===== config.mk =====
export PLATFORM = sky130hd
export DESIGN_NAME = console_sequencer
export DESIGN_NICKNAME = d
export VERILOG_FILES = /design/src/rtl/kv10_console_pkg.sv /design/src/rtl/key_debounce.sv /design/src/rtl/console_sequencer.sv
export SDC_FILE = /design/constraint.sdc
export NUM_CORES = 1
export LEC_CHECK = 0
export BUFFER_PORTS_ARGS = -buffer_cell sky130_fd_sc_hd__buf_2
export CAP_MARGIN = 20
export CORE_MARGIN = 2
export CORE_UTILIZATION = 35
export CTS_CLUSTER_SIZE = 20
export DETAILED_ROUTE_END_ITERATION = 12
export GPL_ROUTABILITY_DRIVEN = 0
export SLEW_MARGIN = 15
export SYNTH_ARGS = -nofsm -noshare
export SYNTH_HDL_FRONTEND = slang
export SYNTH_SLANG_ARGS = --single-unit

===== constraint.sdc =====
create_clock -name clk -period 3.9 [get_ports clk]
set_clock_uncertainty 0.2 [all_clocks]
set_input_delay 0.78 -clock clk [delete_from_list [all_inputs] [get_ports clk]]
set_output_delay 0.78 -clock clk [all_outputs]
set_load 0.05 [all_outputs]

===== src/rtl/kv10_console_pkg.sv =====
// ============================================================================
// kv10_console_pkg
// Shared key indices, FSM/command encodings and helpers for the console
// sequencer.
// Revision: 1.0
// ============================================================================
`default_nettype none

package kv10_console_pkg;

  localparam int NUM_KEYS         = 10;
  localparam int KEY_DEPOSIT_THIS = 9;
  localparam int KEY_DEPOSIT_NEXT = 8;
  localparam int KEY_READ_IN      = 7;
  localparam int KEY_START        = 6;
  localparam int KEY_CONT         = 5;
  localparam int KEY_STOP         = 4;
  localparam int KEY_RESET_SWITCH = 3;
  localparam int KEY_XCT          = 2;
  localparam int KEY_EXAMINE_THIS = 1;
  localparam int KEY_EXAMINE_NEXT = 0;

  typedef logic [18:35] addr_t;
  typedef logic [0:35]  word_t;

  typedef enum logic [1:0] {
    IDLE  = 2'd0,
    PULSE = 2'd1,
    MEM   = 2'd2
  } state_t;

  typedef enum logic [3:0] {
    CMD_NONE      = 4'd0,
    CMD_STOP      = 4'd1,
    CMD_RESET     = 4'd2,
    CMD_START     = 4'd3,
    CMD_CONT      = 4'd4,
    CMD_READ_IN   = 4'd5,
    CMD_XCT       = 4'd6,
    CMD_DEP_THIS  = 4'd7,
    CMD_DEP_NEXT  = 4'd8,
    CMD_EXAM_THIS = 4'd9,
    CMD_EXAM_NEXT = 4'd10
  } cmd_t;

  // Highest-priority pending key wins; all others are dropped.
  function automatic cmd_t arbitrate(input logic [NUM_KEYS-1:0] ev);
    if (ev[KEY_STOP])         return CMD_STOP;
    if (ev[KEY_RESET_SWITCH]) return CMD_RESET;
    if (ev[KEY_START])        return CMD_START;
    if (ev[KEY_CONT])         return CMD_CONT;
    if (ev[KEY_READ_IN])      return CMD_READ_IN;
    if (ev[KEY_XCT])          return CMD_XCT;
    if (ev[KEY_DEPOSIT_THIS]) return CMD_DEP_THIS;
    if (ev[KEY_DEPOSIT_NEXT]) return CMD_DEP_NEXT;
    if (ev[KEY_EXAMINE_THIS]) return CMD_EXAM_THIS;
    if (ev[KEY_EXAMINE_NEXT]) return CMD_EXAM_NEXT;
    return CMD_NONE;
  endfunction

  function automatic logic is_repeatable(input cmd_t c);
    return (c == CMD_START) || (c == CMD_CONT) || (c == CMD_XCT) ||
           (c == CMD_EXAM_NEXT) || (c == CMD_DEP_NEXT);
  endfunction

  function automatic logic [3:0] cmd_key(input cmd_t c);
    case (c)
      CMD_START:     return 4'(KEY_START);
      CMD_CONT:      return 4'(KEY_CONT);
      CMD_XCT:       return 4'(KEY_XCT);
      CMD_DEP_NEXT:  return 4'(KEY_DEPOSIT_NEXT);
      default:       return 4'(KEY_EXAMINE_NEXT);
    endcase
  endfunction

endpackage

`default_nettype wire


===== src/rtl/key_debounce.sv =====
// ============================================================================
// key_debounce
// Single console key: scan-strobe debounce counter, stable level, rise pulse.
// Revision: 1.0
// ============================================================================
`default_nettype none

module key_debounce #(
  parameter int DEBOUNCE_SCANS = 3
) (
  input  logic clk,
  input  logic reset,
  input  logic scan_strobe,
  input  logic raw,
  output logic level,
  output logic rise
);

  localparam logic [3:0] c_last = 4'(DEBOUNCE_SCANS - 1);

  logic [3:0] r_cnt;
  logic       r_level;
  logic       r_rise;

  always_ff @(posedge clk) begin
    if (reset) begin
      r_cnt   <= '0;
      r_level <= 1'b0;
      r_rise  <= 1'b0;
    end else begin
      r_rise <= 1'b0;
      if (scan_strobe) begin
        // Any sample agreeing with the stable level restarts the run.
        if (raw == r_level) begin
          r_cnt <= '0;
        end else if (r_cnt == c_last) begin
          r_cnt   <= '0;
          r_level <= raw;
          r_rise  <= raw;
        end else begin
          r_cnt <= r_cnt + 4'd1;
        end
      end
    end
  end

  assign level = r_level;
  assign rise  = r_rise;

endmodule

`default_nettype wire


===== src/rtl/console_sequencer.sv =====
// ============================================================================
// console_sequencer
// PiDP-10 console key sequencer: debounce, command arbitration, examine/
// deposit memory cycles and CPU control pulses. Optional auto-repeat of
// held keys is built when CONSOLE_REPEAT_EN is defined.
// Revision: 1.0
// ============================================================================
`default_nettype none

module console_sequencer
  import kv10_console_pkg::*;
#(
  parameter int DEBOUNCE_SCANS = 3,
  parameter int TIMEOUT_CYCLES = 1024,
  parameter int REPT_SCANS     = 8
) (
  input  logic         clk,
  input  logic         reset,
  input  logic         scan_strobe,
  input  logic [9:0]   keys_raw,
  input  logic [18:35] addr_switches,
  input  logic [0:35]  data_switches,
  input  logic         rept,
  input  logic         cpu_run,
  output logic         mem_req,
  output logic         mem_write,
  output logic [18:35] mem_addr,
  output logic [0:35]  mem_wdata,
  input  logic         mem_ack,
  input  logic [0:35]  mem_rdata,
  output logic         cpu_start,
  output logic         cpu_cont,
  output logic         cpu_stop,
  output logic         cpu_reset,
  output logic         cpu_xct,
  output logic         cpu_read_in,
  output logic [18:35] console_addr,
  output logic [0:35]  console_data,
  output logic         busy,
  output logic         nxm
);

  localparam int          TW         = $clog2(TIMEOUT_CYCLES);
  localparam logic [TW-1:0] c_tmo_last = TW'(TIMEOUT_CYCLES - 1);

  logic [NUM_KEYS-1:0] w_level;
  logic [NUM_KEYS-1:0] w_rise;
  logic [NUM_KEYS-1:0] w_events;
  cmd_t                w_cmd;
  logic                w_go;

  state_t        r_state;
  logic          r_busy, r_nxm, r_req, r_write;
  addr_t         r_caddr;
  word_t         r_cdata, r_wdata;
  logic [TW-1:0] r_tmo;
  logic          r_start, r_cont, r_stop, r_rst, r_xct, r_rdin;

  genvar gi;
  generate
    for (gi = 0; gi < NUM_KEYS; gi++) begin : g_key
      key_debounce #(.DEBOUNCE_SCANS(DEBOUNCE_SCANS)) u_deb (
        .clk         (clk),
        .reset       (reset),
        .scan_strobe (scan_strobe),
        .raw         (keys_raw[gi]),
        .level       (w_level[gi]),
        .rise        (w_rise[gi])
      );
    end
  endgenerate

`ifdef CONSOLE_REPEAT_EN
  localparam int            RW          = $clog2(REPT_SCANS + 1);
  localparam logic [RW-1:0] c_rept_last = RW'(REPT_SCANS - 1);

  logic                r_rept_valid;
  logic [3:0]          r_rept_key;
  logic [RW-1:0]       r_rept_cnt;
  logic [NUM_KEYS-1:0] r_rept_ev;
  logic                w_rept_held;

  assign w_rept_held = r_rept_valid && w_level[r_rept_key];

  always_ff @(posedge clk) begin
    if (reset) begin
      r_rept_valid <= 1'b0;
      r_rept_key   <= '0;
      r_rept_cnt   <= '0;
      r_rept_ev    <= '0;
    end else begin
      r_rept_ev <= '0;
      if (w_go && is_repeatable(w_cmd)) begin
        r_rept_valid <= 1'b1;
        r_rept_key   <= cmd_key(w_cmd);
        r_rept_cnt   <= '0;
      end else if (!rept || !w_rept_held) begin
        r_rept_cnt <= '0;
      end else if (scan_strobe) begin
        if (r_rept_cnt == c_rept_last) begin
          r_rept_cnt            <= '0;
          r_rept_ev[r_rept_key] <= 1'b1;
        end else begin
          r_rept_cnt <= r_rept_cnt + 1'b1;
        end
      end
    end
  end

  assign w_events = w_rise | r_rept_ev;
`else
  logic w_unused_rept;
  assign w_unused_rept = ^{rept, w_level};
  assign w_events      = w_rise;
`endif

  // Stop/reset bypass busy and run gating; everything else needs an idle,
  // halted machine.
  always_comb begin
    w_cmd = arbitrate(w_events);
    w_go  = 1'b0;
    if (w_cmd == CMD_STOP || w_cmd == CMD_RESET)
      w_go = 1'b1;
    else if (w_cmd != CMD_NONE && r_state == IDLE && !cpu_run)
      w_go = 1'b1;
  end

  always_ff @(posedge clk) begin
    if (reset) begin
      r_state <= IDLE;
      r_busy  <= 1'b0;
      r_nxm   <= 1'b0;
      r_req   <= 1'b0;
      r_write <= 1'b0;
      r_caddr <= '0;
      r_cdata <= '0;
      r_wdata <= '0;
      r_tmo   <= '0;
      r_start <= 1'b0;
      r_cont  <= 1'b0;
      r_stop  <= 1'b0;
      r_rst   <= 1'b0;
      r_xct   <= 1'b0;
      r_rdin  <= 1'b0;
    end else begin
      r_start <= 1'b0;
      r_cont  <= 1'b0;
      r_stop  <= 1'b0;
      r_rst   <= 1'b0;
      r_xct   <= 1'b0;
      r_rdin  <= 1'b0;
      if (w_go && (w_cmd == CMD_STOP || w_cmd == CMD_RESET)) begin
        r_stop <= (w_cmd == CMD_STOP);
        r_rst  <= (w_cmd == CMD_RESET);
        r_req  <= 1'b0;
        // An aborted memory cycle leaves the sequencer free immediately.
        if (r_state == MEM) begin
          r_state <= IDLE;
          r_busy  <= 1'b0;
        end else begin
          r_state <= PULSE;
          r_busy  <= 1'b1;
        end
      end else begin
        case (r_state)
          IDLE: begin
            if (w_go) begin
              case (w_cmd)
                CMD_START:   begin r_start <= 1'b1; r_state <= PULSE; r_busy <= 1'b1; end
                CMD_CONT:    begin r_cont  <= 1'b1; r_state <= PULSE; r_busy <= 1'b1; end
                CMD_READ_IN: begin r_rdin  <= 1'b1; r_state <= PULSE; r_busy <= 1'b1; end
                CMD_XCT:     begin r_xct   <= 1'b1; r_state <= PULSE; r_busy <= 1'b1; end
                CMD_EXAM_THIS, CMD_EXAM_NEXT, CMD_DEP_THIS, CMD_DEP_NEXT: begin
                  r_state <= MEM;
                  r_busy  <= 1'b1;
                  r_req   <= 1'b1;
                  r_tmo   <= '0;
                  r_write <= (w_cmd == CMD_DEP_THIS) || (w_cmd == CMD_DEP_NEXT);
                  if (w_cmd == CMD_EXAM_THIS || w_cmd == CMD_DEP_THIS)
                    r_caddr <= addr_switches;
                  else
                    r_caddr <= r_caddr + 18'd1;
                  if (w_cmd == CMD_DEP_THIS || w_cmd == CMD_DEP_NEXT) begin
                    r_wdata <= data_switches;
                    r_cdata <= data_switches;
                  end
                end
                default: ;
              endcase
            end
          end
          PULSE: begin
            r_state <= IDLE;
            r_busy  <= 1'b0;
          end
          MEM: begin
            if (mem_ack) begin
              r_state <= IDLE;
              r_busy  <= 1'b0;
              r_req   <= 1'b0;
              r_nxm   <= 1'b0;
              if (!r_write)
                r_cdata <= mem_rdata;
            end else if (r_tmo == c_tmo_last) begin
              r_state <= IDLE;
              r_busy  <= 1'b0;
              r_req   <= 1'b0;
              r_nxm   <= 1'b1;
            end else begin
              r_tmo <= r_tmo + 1'b1;
            end
          end
          default: begin
            r_state <= IDLE;
            r_busy  <= 1'b0;
            r_req   <= 1'b0;
          end
        endcase
      end
    end
  end

  assign mem_req      = r_req;
  assign mem_write    = r_write;
  assign mem_addr     = r_caddr;
  assign mem_wdata    = r_wdata;
  assign console_addr = r_caddr;
  assign console_data = r_cdata;
  assign busy         = r_busy;
  assign nxm          = r_nxm;
  assign cpu_start    = r_start;
  assign cpu_cont     = r_cont;
  assign cpu_stop     = r_stop;
  assign cpu_reset    = r_rst;
  assign cpu_xct      = r_xct;
  assign cpu_read_in  = r_rdin;

endmodule

`default_nettype wire


* Word-level counts from Yosys, hierarchy flattened
Cells that the tools add are included.
** Word-level totals
- Word-level logic and storage cells :: 313
- Output and inout port bits :: 118
- Register bits :: 172
- RAM bits :: 0
- ROM bits :: 0
- Memories kept :: 0
- Input bits :: 106
- Bits in latches :: 0
** Cells by class
- Bitwise operators :: 25
- Reductions and logical operators :: 45
- Eq/ne operators :: 45
- Divide/modulo/power cells :: 0
- Shift-type cells :: 0
- Multiplexer cells :: 141
- Multipliers :: 0
- Order comparisons :: 0
- Add/sub/neg operators :: 12
** Operators with widths (count)
- 2-to-1 mux 4 bit :: 49
- 2-to-1 mux 36 bit :: 5
- 2-to-1 mux 1 bit :: 72
- one-hot mux 36 bit (2 select lines) :: 1
- OR reduction 4 bit :: 13
- == test 4 x 2 -> 1 bit, second input constant :: 12
- adder 4 x 1 -> 4 bit, second input constant :: 10
- 2-to-1 mux 10 bit :: 4
- AND reduction 3 bit :: 13
- inverter 1 bit :: 25
- one-hot mux 10 bit (2 select lines) :: 1
- adder 18 x 1 -> 18 bit, second input constant :: 1
- 2-to-1 mux 18 bit :: 1
- == test 4 x 3 -> 1 bit, second input constant :: 4
- == test 4 bit, second input constant :: 3
- adder 10 x 1 -> 10 bit, second input constant :: 1
- == test 1 bit :: 10
- == test 10 bit, second input constant :: 1
- != test 2 bit, second input constant :: 5
- != test 3 x 2 -> 1 bit, second input constant :: 3
- 2-to-1 mux 2 bit :: 4
- one-hot mux 2 bit (2 select lines) :: 2
- AND reduction 4 bit :: 2
- OR reduction 8 bit :: 1
- 18 further kinds :: 25

* Logic depth before layout (Yosys ltp)
- Word-level depth :: 64
- Mapped depth :: 10
- Depth with buffers taken out :: 8

* Modules after synthesis
A second synthesis with hierarchy kept.
** Unflattened totals
- Cells, all modules :: 927
- Area, all modules :: 8833.5 um2
** By module, submodules not included
- console_sequencer :: times used 1, area each 5690.5 um2, seq. area each 2242.2 um2, cells an instance 625
- key_debounce at g_key[0].u_deb ... :: times used 9, area each 311.5 um2, seq. area each 120.1 um2, cells an instance 30
- key_debounce at g_key[7].u_deb :: times used 1, area each 339.1 um2, seq. area each 120.1 um2, cells an instance 32

* Least setup slack after synthesis
OpenSTA, ideal clock, no wires.
- Path kind :: register to register
- Start point :: reg r_caddr[0], in the netlist console_addr[35]
- End point :: reg r_caddr[16], in the netlist console_addr[19]
- Data required time :: 3.555 ns
- Path buffers :: 1
- Path slack :: 1.638 ns
- Clock period less this slack :: 2.262 ns
- Arrival :: 1.917 ns
- Stages on the path, launching flop included :: 8
- Library setup time :: 0.145 ns
- Cell sequence :: dfxtp_1 ha_1 and3_1 clkbuf_1 nand3_1 or3_1 o21ai_0 a211oi_1
** On the way
- Word-level cells in the longest chain between the ends :: 2
** RTL lines
- start, declared :: RTL line console_sequencer.sv:54 : addr_t r_caddr;
- start signal, assigned :: RTL line console_sequencer.sv:180 : r_caddr <= addr_switches;
- start signal, assigned :: RTL line console_sequencer.sv:182 : r_caddr <= r_caddr + 18'd1;
- adder 18 x 1 -> 18 bit :: RTL line console_sequencer.sv:182
- 2-to-1 mux 18 bit :: RTL line console_sequencer.sv:179 : if (w_cmd == CMD_EXAM_THIS || w_cmd == CMD_DEP_THIS)
No other way between the ends.
A chain may end at the register's enable or synchronous reset.

* Worst setup path after layout
- Start point :: reg g_key[3].u_deb.r_rise
- End point :: reg r_cdata[10], in the netlist console_data[25]
** On the way
- Word-level cells in the longest chain between the ends :: 36
- Elaborated cells on any way between the ends :: 50
- Those cells by class :: eq/ne: 9; mux: 32; bitwise: 1; reduce/logical: 8
** RTL lines
- start, declared :: RTL line key_debounce.sv:23 : logic r_rise;
- start signal, assigned :: RTL line key_debounce.sv:39 : r_rise <= raw;
- 2-to-1 mux 4 bit :: RTL line kv10_console_pkg.sv:49 : if (ev[KEY_RESET_SWITCH]) return CMD_RESET;
- 2-to-1 mux 4 bit :: RTL line kv10_console_pkg.sv:50 : if (ev[KEY_START]) return CMD_START;
- 2-to-1 mux 4 bit :: RTL line kv10_console_pkg.sv:51 : if (ev[KEY_CONT]) return CMD_CONT;
- 2-to-1 mux 4 bit (2 in series) :: RTL line kv10_console_pkg.sv:52 : if (ev[KEY_READ_IN]) return CMD_READ_IN;
- 2-to-1 mux 4 bit :: RTL line kv10_console_pkg.sv:51
- 2-to-1 mux 4 bit :: RTL line kv10_console_pkg.sv:50
- 2-to-1 mux 4 bit :: RTL line kv10_console_pkg.sv:49
- 2-to-1 mux 4 bit (2 in series) :: RTL line kv10_console_pkg.sv:53 : if (ev[KEY_XCT]) return CMD_XCT;
- (+12 left out)
- 2-to-1 mux 4 bit :: RTL line kv10_console_pkg.sv:54 : if (ev[KEY_DEPOSIT_THIS]) return CMD_DEP_THIS;
- 2-to-1 mux 4 bit :: RTL line kv10_console_pkg.sv:53
- 2-to-1 mux 4 bit :: RTL line kv10_console_pkg.sv:52
- 2-to-1 mux 4 bit :: RTL line kv10_console_pkg.sv:51
- 2-to-1 mux 4 bit (*) :: RTL line kv10_console_pkg.sv:50
- 2-to-1 mux 4 bit (*) :: RTL line kv10_console_pkg.sv:49
- parallel branches: the longest is 7 deep, another holds nonzero test 4 bit
- AND reduction 7 bit (no line) (*)
- end signal, assigned :: RTL line console_sequencer.sv:185 : r_cdata <= data_switches;
- end signal, assigned :: RTL line console_sequencer.sv:203 : r_cdata <= mem_rdata;
- end, declared :: RTL line console_sequencer.sv:55 : word_t r_cdata, r_wdata;
Mark *: on every way between the ends. The select of a mux whose other input is x is not followed.

==> summary.md <==
| Metric | Value |
|---|---|
| Power Density | `383 nW/um2` |
| Lkg Pwr | `4.01 nW` |
| WS Path Type | `reg -> reg` |
| Drt wl/cell | `14.9 um` |
| Largest cells by area after synthesis | `dfxtp_1 42%, a21oi_1 6.2%, nand2_1 5.7%, a211oi_2 5.5%, mux2i_1 5.5%` |
| CTS Buf Count | `17` |
| Worst path depth | `6` |
| Slew HR | `36.0%` |
| IO Port Bufs | `222` |
| Die area | `24,600 um2` |
| Worst EP arrival | `3020 ps` |
| Least-Margin Pin Slew | `961 ps` |
| Vias per std cell | `4.99` |
| DRC Markers | `0` |
| Setup WS pre-CTS | `1040 ps` |
| Syn_nets | `~1,100` |
| I/O pins | `224` |
| TritonCTS clock tree | `yes` |
| R2r worst-path depth | `6` |
| WP buf/inv | `0` |
| Number of distinct library cells after synthesis | `60` |
| Crit path cell chain | `nor3_4, nand2_1, nor4_1, o311a_4, nor2_1, a211oi_2` |
| Die span in y | `157 um` |
| Vias post-DR | `7,328` |
| Routed Wire Length | `around 22 mm` |
| Layout Nets | `roughly 1,300` |
| Req. time, crit path | `4050 ps` |
| Router iterations before antenna repair | `5` |
| Area growth, synth to finish | `21.5%` |
| Number of max-cap violations | `0` |
| Max Freq | `348 MHz` |
| Worst Hold Class | `reg -> reg` |
| Syn Inst Count | `967` |
| Worst path slowest cell | `o311a_4` |
| Average size of a mapped cell | `roughly 8.5 um2` |
| Die width | `approximately 160 um` |
| Crit path launch type | `register` |
| Biggest area consumer among synthesized cells | `dfxtp_1` |
| Worst setup EP type | `register` |
| Worst stage delay on the critical path | `approximately 900 ps` |
| Synth top area share | `42.0%` |
| Share of cells above drive strength 1 | `27.3%` |
| Final Worst Setup Slack | `1030 ps` |
| Dpl hpwl | `15.3 mm` |
| Clk_lat worst skew | `420 ps` |
| FP Rows | `55` |
| Clock sink total | `172` |
| Hold buffers post-CTS | `0` |
| Commonest cells after routing, fill and taps aside | `221 x buf_2, 172 x dfxtp_1, 125 x nand2_1` |
| RSZ-0062 raised after global routing | `false` |
| CTS root buf | `clkbuf_16` |
| Cts repair resizes | `0` |
| Setup_tns | `0 ps` |
| EDFF count, synth | `0` |
| Tot Pwr | `0.00382 W` |
| Starting Density | `36.0%` |
| Warnings, synthesis | `0` |
| CP top delay family | `compound AO/OA/AOI/OAI gates` |
| Cell Area, Synth | `8190 um2` |
| First-pass GRT wire length | `33.6 mm` |
| Share of the yosys chip area belonging to registers | `42.0%` |
| Crit-path max FO | `about 70` |
| Largest net degree at the start of global routing | `73` |
| Clock Tree Buf Depth | `2` |
| Worst vdd ir | `between 200 and 300 uV` |
| Antenna-violating nets left | `0` |
| Asr flop ratio synth | `0%` |
| Status | `finished clean` |
| Slew Viols, Final | `0` |
| Primary FF master, synth | `dfxtp_1` |
| Most common cell after layout, fill and taps aside | `buf_2` |
| Initial detailed-routing violation count | `around 420` |
| # setup viols final | `0` |
| Synthesis-stage register bit count | `172` |
| Number of global-route vias before repair | `6,497` |
| Final min period | `2870 ps` |
| CTS H-Tree Depth | `4` |
| Post-CTS Setup Bufs | `0` |
| Fin. Hold Viols | `0` |
| Hold slack | `around 250 ps` |
| Core Footprint | `22,800 um2` |
| Grt ovf | `0` |
| Final Cycle Share | `73.7%` |
| Hold Crit Depth | `2` |
| Initial antenna violation count | `1` |
| Gr usage total | `17.2%` |
| Worst-path clk slew | `80 ps` |
## final timing paths
path                                        from                            end  slack, ps
setup / recovery  g_key[3].u_deb.rise$_SDFF_PP0_  console_data[25]$_SDFFE_PP0P_       1030
hold / removal         mem_wdata[5]$_SDFFE_PP0P_      mem_wdata[5]$_SDFFE_PP0P_        250
setup reg to reg  g_key[3].u_deb.rise$_SDFF_PP0_  console_data[25]$_SDFFE_PP0P_       1030
hold reg to reg        mem_wdata[5]$_SDFFE_PP0P_      mem_wdata[5]$_SDFFE_PP0P_        250
## state kept, by name, summed over array words and instances (netlist names), 2 cells and up
signal / count
g_key.u_deb.r_cnt: 40
console_data: 36
mem_wdata: 36
console_addr: 18
g_key.u_deb.level: 10
g_key.u_deb.rise: 10
r_tmo: 10
r_state: 2
## metal layers
layer | global-route usage, % | vias to the layer above | wire length, um
met5 | 0 | - | 0
met4 | 4.19 | 0 | 168
met3 | 5.04 | 15 | 1690
met2 | 30.0 | 212 | 10500
met1 | 20.7 | 3367 | 9510
li1 | - | 3734 | -
## cells by family (layout without fill, tap and decap cells)
group                    count (synthesis)  count (layout)  synth area share [%]
AND/OR/NAND/NOR                        387             387                  22.4
flip-flops                             172             172                  42.0
adder cells (fa/ha/maj)                 20              20                  3.05
other                                    0               1                     0
XOR/XNOR                                18              18                  1.92
buffers and inverters                   98             286                  6.20
AO/OA/AOI/OAI                          226             226                  18.7
multiplexers                            46              46                  5.64
## through the flow
stage	area, um2	util, %	cells
floorplan	8190	-	967
global placement	9380	41.2	1436
detailed placement	9380	41.2	1436
CTS	9950	43.7	1468
global route	9950	43.7	1468
finish	9960	43.7	1469
## cells in the mapped netlist, types with 20 or more instances
| library cell | n |
|---|---|
| nor2_1 | 116 |
| mux2i_1 | 45 |
| a21oi_1 | 102 |
| ha_1 | 20 |
| clkbuf_1 | 39 |
| o21ai_0 | 41 |
| nand2_1 | 125 |
| nand3_1 | 26 |
| dfxtp_1 | 172 |
| nor3_1 | 20 |
| inv_1 | 22 |
| a211oi_2 | 36 |
## power by group
| part | switching, W | total (W) | internal [W] | leakage (nW) |
|---|---|---|---|---|
| clock network | 0.000812 | 0.00167 | 0.000853 | 0.278 |
| logic | 0.000213 | 0.000345 | 0.000133 | 2.35 |
| registers | 0.0000282 | 0.00181 | 0.00178 | 1.39 |
## final cells by class
class / instances / area, um2
sequential: 172 / 3440
fill: 2284 / 12800
multi-input combinational: 697 / 4270
tap: 313 / 392
clock buffer: 17 / 425
antenna: 1 / 2.50
clock inverter: 15 / 150
timing repair buffer: 231 / 1180
inverter: 23 / 86.3
## tightest hold or removal path, cell delays in order, from the launching register on
cell	delay [ps]
dfxtp_1	310
nand2_1	50
a21oi_1	50
Power figures use the tool's default switching activity.
